**config.mk**
```make
export PLATFORM = sky130hd
export DESIGN_NAME = pc_sequencer
export DESIGN_NICKNAME = d
export VERILOG_FILES = /design/src/rtl/pc_seq_pkg.sv /design/src/rtl/pc_next_sel.sv /design/src/rtl/pc_sequencer.sv
export SDC_FILE = /design/constraint.sdc
export NUM_CORES = 1
export LEC_CHECK = 0
export BUFFER_PORTS_ARGS = -buffer_cell sky130_fd_sc_hd__buf_4
export CAP_MARGIN = 20
export CORE_MARGIN = 10
export CORE_UTILIZATION = 44
export DETAILED_ROUTE_END_ITERATION = 8
export PLACE_DENSITY = 0.77
export SLEW_MARGIN = 20
export SYNTH_ARGS = -nofsm -noshare
export SYNTH_HDL_FRONTEND = slang
export SYNTH_HIERARCHICAL = 1
export SYNTH_SLANG_ARGS = --single-unit
```
**constraint.sdc**
```tcl
create_clock -name clock -period 1.9 [get_ports clock]
set_input_delay 0.095 -clock clock [delete_from_list [all_inputs] [get_ports clock]]
set_output_delay 0.095 -clock clock [all_outputs]
set_load 0.05 [all_outputs]
```
**src/rtl/pc_seq_pkg.sv**
```systemverilog
// Shared types and constants for the miniRV instruction-fetch sequencer.
// The FSM state encoding and the alignment helper live here so both RTL files agree.
package pc_seq_pkg;

  localparam int XLEN_DEFAULT = 32;
  localparam int INSN_BYTES   = 4;

  typedef enum logic [1:0] {
    ST_BOOT,
    ST_REQ,
    ST_WAIT,
    ST_HOLD
  } state_e;

  // Instruction addresses must be word aligned; only the two low bits matter.
  function automatic logic is_aligned(input logic [1:0] low_bits);
    return low_bits == 2'b00;
  endfunction

endpackage

```
**src/rtl/pc_next_sel.sv**
```systemverilog
// Next-PC priority mux: trap vector beats an aligned redirect, which beats pc+4.
// A misaligned redirect never wins and is reported so the sequencer can flag it.
module pc_next_sel
  import pc_seq_pkg::*;
#(
  parameter int XLEN = XLEN_DEFAULT
) (
  input  logic [XLEN-1:0] pc_i,
  input  logic            redirect_valid_i,
  input  logic [XLEN-1:0] redirect_addr_i,
  input  logic            trap_valid_i,
  input  logic [XLEN-1:0] trap_vector_i,
  output logic [XLEN-1:0] next_pc_o,
  output logic            take_o,
  output logic            misaligned_hit_o
);

  logic [XLEN-1:0] seq_pc;
  logic [XLEN-1:0] trap_target;
  logic            redirect_ok;

  // pc+4 wraps naturally at the top of the address space.
  assign seq_pc      = pc_i + XLEN'(INSN_BYTES);
  assign trap_target = trap_vector_i & ~XLEN'(INSN_BYTES - 1);

  // NOTE: every output of a combinational block gets a default first, so no
  // path through the if/else chain can leave it unassigned and infer a latch.
  always_comb begin
    redirect_ok      = redirect_valid_i && is_aligned(redirect_addr_i[1:0]);
    take_o           = trap_valid_i || redirect_ok;
    misaligned_hit_o = redirect_valid_i && !trap_valid_i && !is_aligned(redirect_addr_i[1:0]);
    next_pc_o        = seq_pc;
    if (trap_valid_i) begin
      next_pc_o = trap_target;
    end else if (redirect_ok) begin
      next_pc_o = redirect_addr_i;
    end
  end

endmodule

```
**src/rtl/pc_sequencer.sv**
```systemverilog
// Sequenced instruction fetch: one outstanding imem request, a holding register
// towards decode, and trap/redirect steering with stale-response dropping.
module pc_sequencer
  import pc_seq_pkg::*;
#(
  parameter int              XLEN       = XLEN_DEFAULT,
  parameter logic [XLEN-1:0] INITIAL_PC = XLEN'(32'h8000_0000)
) (
  input  logic            clock,
  input  logic            reset,
  output logic            imem_req_valid,
  input  logic            imem_req_ready,
  output logic [XLEN-1:0] imem_req_addr,
  input  logic            imem_resp_valid,
  input  logic [XLEN-1:0] imem_resp_data,
  output logic            inst_valid,
  input  logic            inst_ready,
  output logic [XLEN-1:0] inst_data,
  output logic [XLEN-1:0] inst_pc,
  input  logic            redirect_valid,
  input  logic [XLEN-1:0] redirect_addr,
  input  logic            trap_valid,
  input  logic [XLEN-1:0] trap_vector,
  output logic            misaligned,
  output logic [XLEN-1:0] pc
);

  state_e          state_q, state_d;
  logic [XLEN-1:0] pc_q, pc_d;
  logic            drop_q, drop_d;
  logic [XLEN-1:0] inst_data_q, inst_data_d;
  logic [XLEN-1:0] inst_pc_q, inst_pc_d;
  logic            misaligned_q, misaligned_d;

  logic [XLEN-1:0] sel_next_pc;
  logic            sel_take;
  logic            sel_misaligned;

  pc_next_sel #(
    .XLEN(XLEN)
  ) u_next_sel (
    .pc_i             (pc_q),
    .redirect_valid_i (redirect_valid),
    .redirect_addr_i  (redirect_addr),
    .trap_valid_i     (trap_valid),
    .trap_vector_i    (trap_vector),
    .next_pc_o        (sel_next_pc),
    .take_o           (sel_take),
    .misaligned_hit_o (sel_misaligned)
  );

  always_comb begin
    state_d      = state_q;
    pc_d         = pc_q;
    drop_d       = drop_q;
    inst_data_d  = inst_data_q;
    inst_pc_d    = inst_pc_q;
    misaligned_d = sel_misaligned && (state_q != ST_BOOT);

    unique case (state_q)
      ST_BOOT: begin
        state_d = ST_REQ;
      end

      ST_REQ: begin
        if (sel_take) begin
          pc_d = sel_next_pc;
        end
        // A redirect in the accept cycle leaves a response in flight for the old pc.
        if (imem_req_ready) begin
          state_d = ST_WAIT;
          drop_d  = sel_take;
        end
      end

      ST_WAIT: begin
        if (imem_resp_valid) begin
          drop_d = 1'b0;
          if (sel_take) begin
            pc_d    = sel_next_pc;
            state_d = ST_REQ;
          end else if (drop_q) begin
            state_d = ST_REQ;
          end else begin
            inst_data_d = imem_resp_data;
            inst_pc_d   = pc_q;
            state_d     = ST_HOLD;
          end
        end else if (sel_take) begin
          pc_d   = sel_next_pc;
          drop_d = 1'b1;
        end
      end

      ST_HOLD: begin
        // Without a take, sel_next_pc is pc+4, so consume and steer share one path.
        if (sel_take || inst_ready) begin
          pc_d    = sel_next_pc;
          state_d = ST_REQ;
        end
      end

      default: begin
        state_d = ST_BOOT;
      end
    endcase
  end

  // NOTE: state registers use non-blocking assignments so every flop samples
  // the pre-edge values and ordering between always_ff blocks cannot matter.
  always_ff @(posedge clock or negedge reset) begin
    if (!reset) begin
      state_q      <= ST_BOOT;
      pc_q         <= INITIAL_PC;
      drop_q       <= 1'b0;
      inst_data_q  <= '0;
      inst_pc_q    <= '0;
      misaligned_q <= 1'b0;
    end else begin
      state_q      <= state_d;
      pc_q         <= pc_d;
      drop_q       <= drop_d;
      inst_data_q  <= inst_data_d;
      inst_pc_q    <= inst_pc_d;
      misaligned_q <= misaligned_d;
    end
  end

  assign imem_req_valid = (state_q == ST_REQ);
  assign imem_req_addr  = pc_q;
  assign inst_valid     = (state_q == ST_HOLD);
  assign inst_data      = inst_data_q;
  assign inst_pc        = inst_pc_q;
  assign misaligned     = misaligned_q;
  assign pc             = pc_q;

endmodule

```
==> out/qor.csv, run 1 <==
stage,metric,value,unit
placement,HPWL after DPL,13.3,mm
placement,final RePlAce weighted congestion,0.804,
synth,Synth async-reset ratio,100,%
routing,vias per std cell,5.08,
synth,most common flop cell mapped by yosys,dfrtp_1,
sta,Worst Max-Slew Pin Slew,0.516,ns
clock_network,clk_lat worst skew,0.35,ns
sta,post-route clock period utilization,99.1,%
die,Die ar.,17900,um^2
die,Die W,134,um
job,Max Cap Violations,0,
sta,Worst Clk Skew,0.00910,ns
final_layout,most frequent cells in the layout,"buf_4 (274), dfrtp_1 (77), mux2_4 (63)",
sta,unrepaired setup endpoints after global routing,true,
power,power density over the cells,1960,nW/um^2
final_layout,final instance area,8710,um^2
worst_setup_path,WS Path Type,flop to flop,
global_route,gr usage total,20.5,%
clock_network,H-Tree Depth,3,
sta,max_slew headroom,65.6,%
power,VDD IR-drop max,0.00111,V
die,I/O pin count,234,
final_layout,Finished Core Util,68.7,%
synth,post-synthesis sequential area ratio,43.8,%
routing,DRC,0,
sta,Final Critical Period,1.88,ns
global_route,pin count of the biggest net entering global routing,63,
die,initial core utilization,45.1,%
placement,pre-CTS setup slack,0.0000726,ns
sta,final setup violation count,0,
synth,Yosys reg bits,100,
global_route,remaining global-route overflow,0,
final_layout,share of layout cells above drive strength 1,61.9,%
clock_network,CTS Buf Count,9,
routing,Vias,4682,
die,Core Rows,41,
worst_setup_path,Worst EP arrival,2.12,ns
global_route,global-route wire length before repair,29.2,mm
placement,DP Area,7740,um^2
power,Lkg Pwr,4.22,nW
synth,Post-synth EDFFs,0,
final_layout,Area Growth Syn to Fin,52.5,%
global_route,initial antenna violation count,0,
routing,drt pass-1 iters,4,
synth,Netlist cell types,58,
sta,fin. max-slew vios,0,
clock_network,clock sinks,100,
sta,fmax,531,MHz
routing,Final ANT Viol Nets,0,
global_route,vias in the first global route,4999,
synth,post-synthesis cell count,465,
worst_setup_path,"Cell Chain, Critical Path","nand3_4, nor4b_4, buf_4, buf_12, nand3_1, xor2_1, o221ai_2, mux2_4",
worst_hold_path,Hold Path Class,primary input to flop,
routing,WL per Instance,21.0,um
sta,Final Worst Setup Slack,0.0170,ns
worst_setup_path,slowest CP cell,dfrtp_2,
clock_network,CTS tree,done,
placement,port buffer count,231,
worst_setup_path,Crit. End Element,flop,
worst_setup_path,max incr delay on CP,0.41,ns
synth,cell area after synthesis,5710,um^2
die,core area,12700,um^2
clock_network,"Reg clk slew, reported paths",0.08,ns
outcome,status,finished clean,
clock_network,Bufs on Longest Clock Path,2,
worst_setup_path,Critical Path Start Type,flop,
clock_network,Clock Tree Root,clkbuf_16,
routing,DRT iter0 DRCs,255,
synth,average cell area after synthesis,12.3,um^2
final_layout,ant diodes,0,
worst_setup_path,WP data required,2.14,ns
final_layout,"commonest non-fill, non-tap cell in the layout",buf_4,
routing,Routed WL,19.4,mm
die,Die Height,134,um
synth,synth warn,6,
worst_setup_path,"Max FO, Critical Path",6,
final_layout,Nets,855,
synth,Synth Net Count,575,
sta,final hold vios,0,
## metrics by stage
step	hold WS [ns]	cells	TNS, ns	power, mW
5_1_grt	0.0985	922	-0.774	17.8
3_5_place_dp	0.0189	855	0	14.7
3_3_place_gp	0.0175	855	0	14.4
6_report	0.0851	922	0	17.1
4_1_cts	0.0692	905	0	16.8
2_1_floorplan	-0.201	465	-1.27	11.5
## what timing repair did
action                                 CTS  global route
gates cloned                             0             6
endpoints found under the hold margin   57             0
hold buffers                            33             0
buffers inserted                         1            11
setup endpoints to repair                1            55
resized for setup                        0            19
pin swaps                                1            21
## cell usage after synthesis, types with 3 or more instances
cell	number	area, um^2
and3_1	5	31.3
clkbuf_1	9	33.8
nand4_1	9	56.3
xor2_1	15	131
nor2_1	18	67.6
a221oi_1	5	43.8
xnor2_1	8	70.1
o221ai_1	5	43.8
dfrtp_1	99	2480
nand3_1	10	50.1
nand2_1	39	146
mux2_2	35	394
ha_1	7	87.6
mux2i_1	6	60.1
nor3_1	7	35.0
and2_1	5	31.3
o21ai_0	9	45.0
a21oi_1	8	40.0
nor2b_1	3	18.8
nor3_2	3	30.0
mux2_4	60	901
buf_2	5	25.0
inv_1	13	48.8
o221ai_2	5	75.1
buf_12	7	140
buf_4	32	240
## layer usage
layer / global-route usage (%) / wire length, um / up-vias
met2: 34.6 / 9480 / 187
met5: 0 / 0 / -
met3: 6.16 / 1600 / 18
li1: - / - / 2176
met1: 24.8 / 8030 / 2301
met4: 5.93 / 273 / 0
## flip-flops by register name, summed over array words and instances, names as in the netlist
name           flops
drop_q             1
imem_req_addr     32
inst_data         32
inst_pc           32
misaligned         1
state_q            2
## worst max-delay path, delay by kind of cell, from the launching register on
| family | cells | cell delay [ns] |
|---|---|---|
| buffers and inverters | 2 | 0.28 |
| AOI/OAI and AO/OA | 1 | 0.12 |
| xor gates and xnor gates | 1 | 0.20 |
| muxes | 1 | 0.27 |
| and+or+nand+nor | 3 | 0.48 |
| DFF | 1 | 0.41 |
## cell families (layout without fill, tap and decap cells)
logic type	count (synthesis)	in the layout	share of synthesized area, %
xor gates and xnor gates	23	23	3.53
buffers and inverters	69	354	8.87
adders and majority gates	7	7	1.53
DFF	100	100	43.8
muxes	103	103	24.1
AOI/OAI and AO/OA	47	47	6.73
and+or+nand+nor	116	116	11.4
## final timing paths
| kind | start | endpoint | slack, ns | cells after the start |
|---|---|---|---|---|
| worst max-delay path | imem_req_addr[10] | imem_req_addr[25] | 0.02 | 8 |
| worst min-delay path | imem_resp_valid | drop_q | 0.09 | 4 |
| worst max register to register | imem_req_addr[10] | imem_req_addr[25] | 0.02 | 8 |
| worst min register to register | inst_pc[8] | inst_pc[8] | 0.51 | 1 |
| max in group asynchronous | reset | imem_req_addr[31] | 1.10 | 3 |
| min in group asynchronous | reset | inst_data[30] | 0.20 | 2 |
## cell type report
| class | instances | area [um^2] |
|---|---|---|
| fill | 846 | 3960 |
| clock buffer | 9 | 225 |
| inverter | 13 | 48.8 |
| multi-input combinational | 296 | 2850 |
| timing repair buffer | 325 | 2740 |
| sequential | 100 | 2540 |
| tap | 172 | 215 |
| clock inverter | 7 | 98.8 |
## report_power, final
part           total [mW]  switching, mW  internal [mW]
logic                11.2           6.96           4.21
clock network        2.03          0.863           1.16
registers            3.90          0.761           3.14
total                17.1           8.58           8.52
Note: power is estimated with default switching activity, not from simulation.
==> inputs of run 2 (changes only) <==
--- a/config.mk
+++ b/config.mk
@@ -8,9 +8,9 @@
 export BUFFER_PORTS_ARGS = -buffer_cell sky130_fd_sc_hd__buf_4
 export CAP_MARGIN = 20
 export CORE_MARGIN = 10
-export CORE_UTILIZATION = 44
+export CORE_UTILIZATION = 49
 export DETAILED_ROUTE_END_ITERATION = 8
-export PLACE_DENSITY = 0.77
+export PLACE_DENSITY = 0.81
 export SLEW_MARGIN = 20
 export SYNTH_ARGS = -nofsm -noshare
 export SYNTH_HDL_FRONTEND = slang
==> constraint.sdc (replaced) <==
create_clock -name clock -period 2 [get_ports clock]
set_input_delay 0.1 -clock clock [delete_from_list [all_inputs] [get_ports clock]]
set_output_delay 0.1 -clock clock [all_outputs]
set_load 0.05 [all_outputs]
==> run 2 against run 1 <==
  * Register-to-register slack improved by 0.06 ns
  * Non-clock buffer count decreased by 10
  * Highest routed layer unchanged
  * Critical endpoint is now imem_req_addr[31]
  * Critical path type unchanged
  * Largest cell class unchanged
  * Routed wire length barely moved
  * Design area is 3.0% lower
==> out/qor.csv, run 2 (synthesis results as in run 1) <==
stage,metric,value,unit
outcome,status,finished clean,
die,core area,11400,um^2
worst_setup_path,worst path bufs/invs,2,
sta,Hold Worst Slack,0.0808,ns
final_layout,share of layout cells above drive strength 1,59.9,%
power,VDD IR-drop max,0.00155,V
worst_setup_path,"Largest delay share family, worst path",simple AND/OR/NAND/NOR gates,
power,Sw Share,50.4,%
die,initial core utilization,50.0,%
worst_hold_path,hold path start,trap_vector[31],
placement,port buffer count,231,
clock_network,H-Tree Depth,3,
power,Internal Power,7.87,mW
clock_network,clock sinks,100,
worst_setup_path,r2r setup slk,0.08,ns
placement,final RePlAce weighted congestion,0.791,
sta,max_slew headroom,54.5,%
die,Core Rows,39,
worst_setup_path,WP data required,2.28,ns
sta,final hold vios,0,
sta,fmax,521,MHz
final_layout,number of fillers in the final layout,745,
routing,DRT iter0 DRCs,319,
clock_network,clk_lat worst skew,0.35,ns
sta,Worst Max-Slew Pin Slew,0.682,ns
global_route,pin count of the biggest net entering global routing,63,
sta,final setup violation count,0,
routing,drt pass-1 iters,4,
worst_setup_path,Worst EP arrival,2.19,ns
sta,Final Critical Period,1.92,ns
routing,Routed WL,19.4,mm
clock_network,CTS Buf Count,9,
placement,placed insts,813,
final_layout,Finished Core Util,74.0,%
final_layout,Reg area,2540,um^2
worst_setup_path,Reg-to-Reg End,imem_req_addr[31],
final_layout,Area Growth Syn to Fin,48.0,%
final_layout,Nets,846,
worst_setup_path,WS Path Type,flop to flop,
die,Die Height,128,um
sta,fin. max-slew vios,0,
job,Max Cap Violations,0,
worst_setup_path,Critical Path Start Type,flop,
final_layout,"commonest non-fill, non-tap cell in the layout",buf_4,
global_route,vias in the first global route,4921,
clock_network,CTS tree,done,
worst_setup_path,Crit. End Element,flop,
sta,post-route clock period utilization,95.9,%
global_route,initial antenna violation count,1,
routing,DRC,0,
worst_hold_path,Hold Path Class,primary input to flop,
die,Die W,128,um
worst_hold_path,cell depth of the worst hold path,4,
clock_network,Clock Tree Root,clkbuf_16,
placement,DP Area,7550,um^2
power,Logic pwr share,64.0,%
final_layout,Layout Cells excl Fill,884,
placement,HPWL after DPL,13.2,mm
power,register share of total power,24.0,%
worst_hold_path,hold worst-path end,imem_req_addr[31],
worst_setup_path,max incr delay on CP,0.41,ns
worst_setup_path,"Cell Chain, Critical Path","nand3_4, nor4b_4, buf_4, buf_12, nand4_1, xor2_1, o221ai_2, mux2_1",
clock_network,Bufs on Longest Clock Path,2,
routing,vias per std cell,5.29,
power,Final Total Pwr,15.9,mW
global_route,gr usage total,22.4,%
global_route,remaining global-route overflow,0,
global_route,global-route wire length before repair,28.9,mm
sta,Worst Clk Skew,0.00674,ns
worst_setup_path,reg2reg start,imem_req_addr[8],
clock_network,"Reg clk slew, reported paths",0.07,ns
routing,WL per Instance,21.9,um
final_layout,most frequent cells in the layout,"buf_4 (269), dfrtp_1 (77), mux2_4 (60)",
worst_setup_path,"Max FO, Critical Path",6,
worst_setup_path,FF-to-FF path depth,8,
final_layout,final instance area,8450,um^2
final_layout,area of the multi-input gates,2780,um^2
routing,Final ANT Viol Nets,0,
die,I/O pin count,234,
power,clock share of power,12.0,%
die,Die ar.,16400,um^2
power,Lkg Pwr,4.11,nW
worst_setup_path,slowest CP cell,dfrtp_2,
power,Sw Pwr,8.01,mW
power,power density over the cells,1880,nW/um^2
routing,Vias,4675,
## run 2: stage by stage
stage	setup TNS, ns	setup WS (ns)
global route	-0.0520	-0.00947
finish	0	0.0818
global placement	0	0.0787
floorplan	-0.175	-0.0585
CTS	0	0.0106
detailed placement	0	0.0233
## run 2: final cells by class
class	instances	share of cell area (%)
Sequential cell	100	30.0
Clock buffer	11	2.87
Timing Repair Buffer	315	30.6
Clock inverter	4	0.874
Antenna cell	1	0.0296
Tap cell	143	2.12
Multi-Input combinational cell	297	32.9
Inverter	13	0.577
## run 2: how the worst max path moves through the flow
| stage | from | to | cells past startpoint |
|---|---|---|---|
| final | imem_req_addr[8] | imem_req_addr[31] | 8 |
| after global routing | imem_req_addr[8] | imem_req_addr[31] | 8 |
| after CTS | state_q[0] | inst_data[12] | 6 |
| after detailed placement | state_q[0] | inst_data[14] | 6 |
| after global placement | imem_req_addr[2] | imem_req_addr[26] | 7 |
| after floorplan | imem_req_addr[21] | imem_req_addr[26] | 6 |
## run 2: per-layer routing
metal  vias up  GRT usage, %  share of wire, %
met5         -             0                 0
met4         0          7.55               2.3
met3        27          6.62               8.5
met2       192          36.6                49
met1      2298          27.7                40
li1       2158             -                 -
## run 2: timing repair
action,in CTS,in global routing
setup buffers,0,18
hold buffers,33,0
hold endpoints to repair,75,0
gates resized for setup,0,9
endpoints found under the setup margin,0,87
## run 2: power by group through the flow
| stage | clock network (mW) | registers, mW | logic [mW] |
|---|---|---|---|
| 2_1_floorplan | 0 | 6.84 | 4.02 |
| 3_3_place_gp | 0 | 3.75 | 9.69 |
| 3_5_place_dp | 0 | 3.83 | 9.81 |
| 4_1_cts | 1.90 | 3.81 | 9.92 |
| 5_1_grt | 1.99 | 3.93 | 10.6 |
| 6_report | 1.90 | 3.81 | 10.2 |
## run 2: tightest hold or removal path: cells and delay by family
family                 cells  cell delay [ns]
and+or+nand+nor            1             0.05
AOI/OAI and AO/OA          1             0.05
buffers and inverters      1             0.08
muxes                      1             0.12
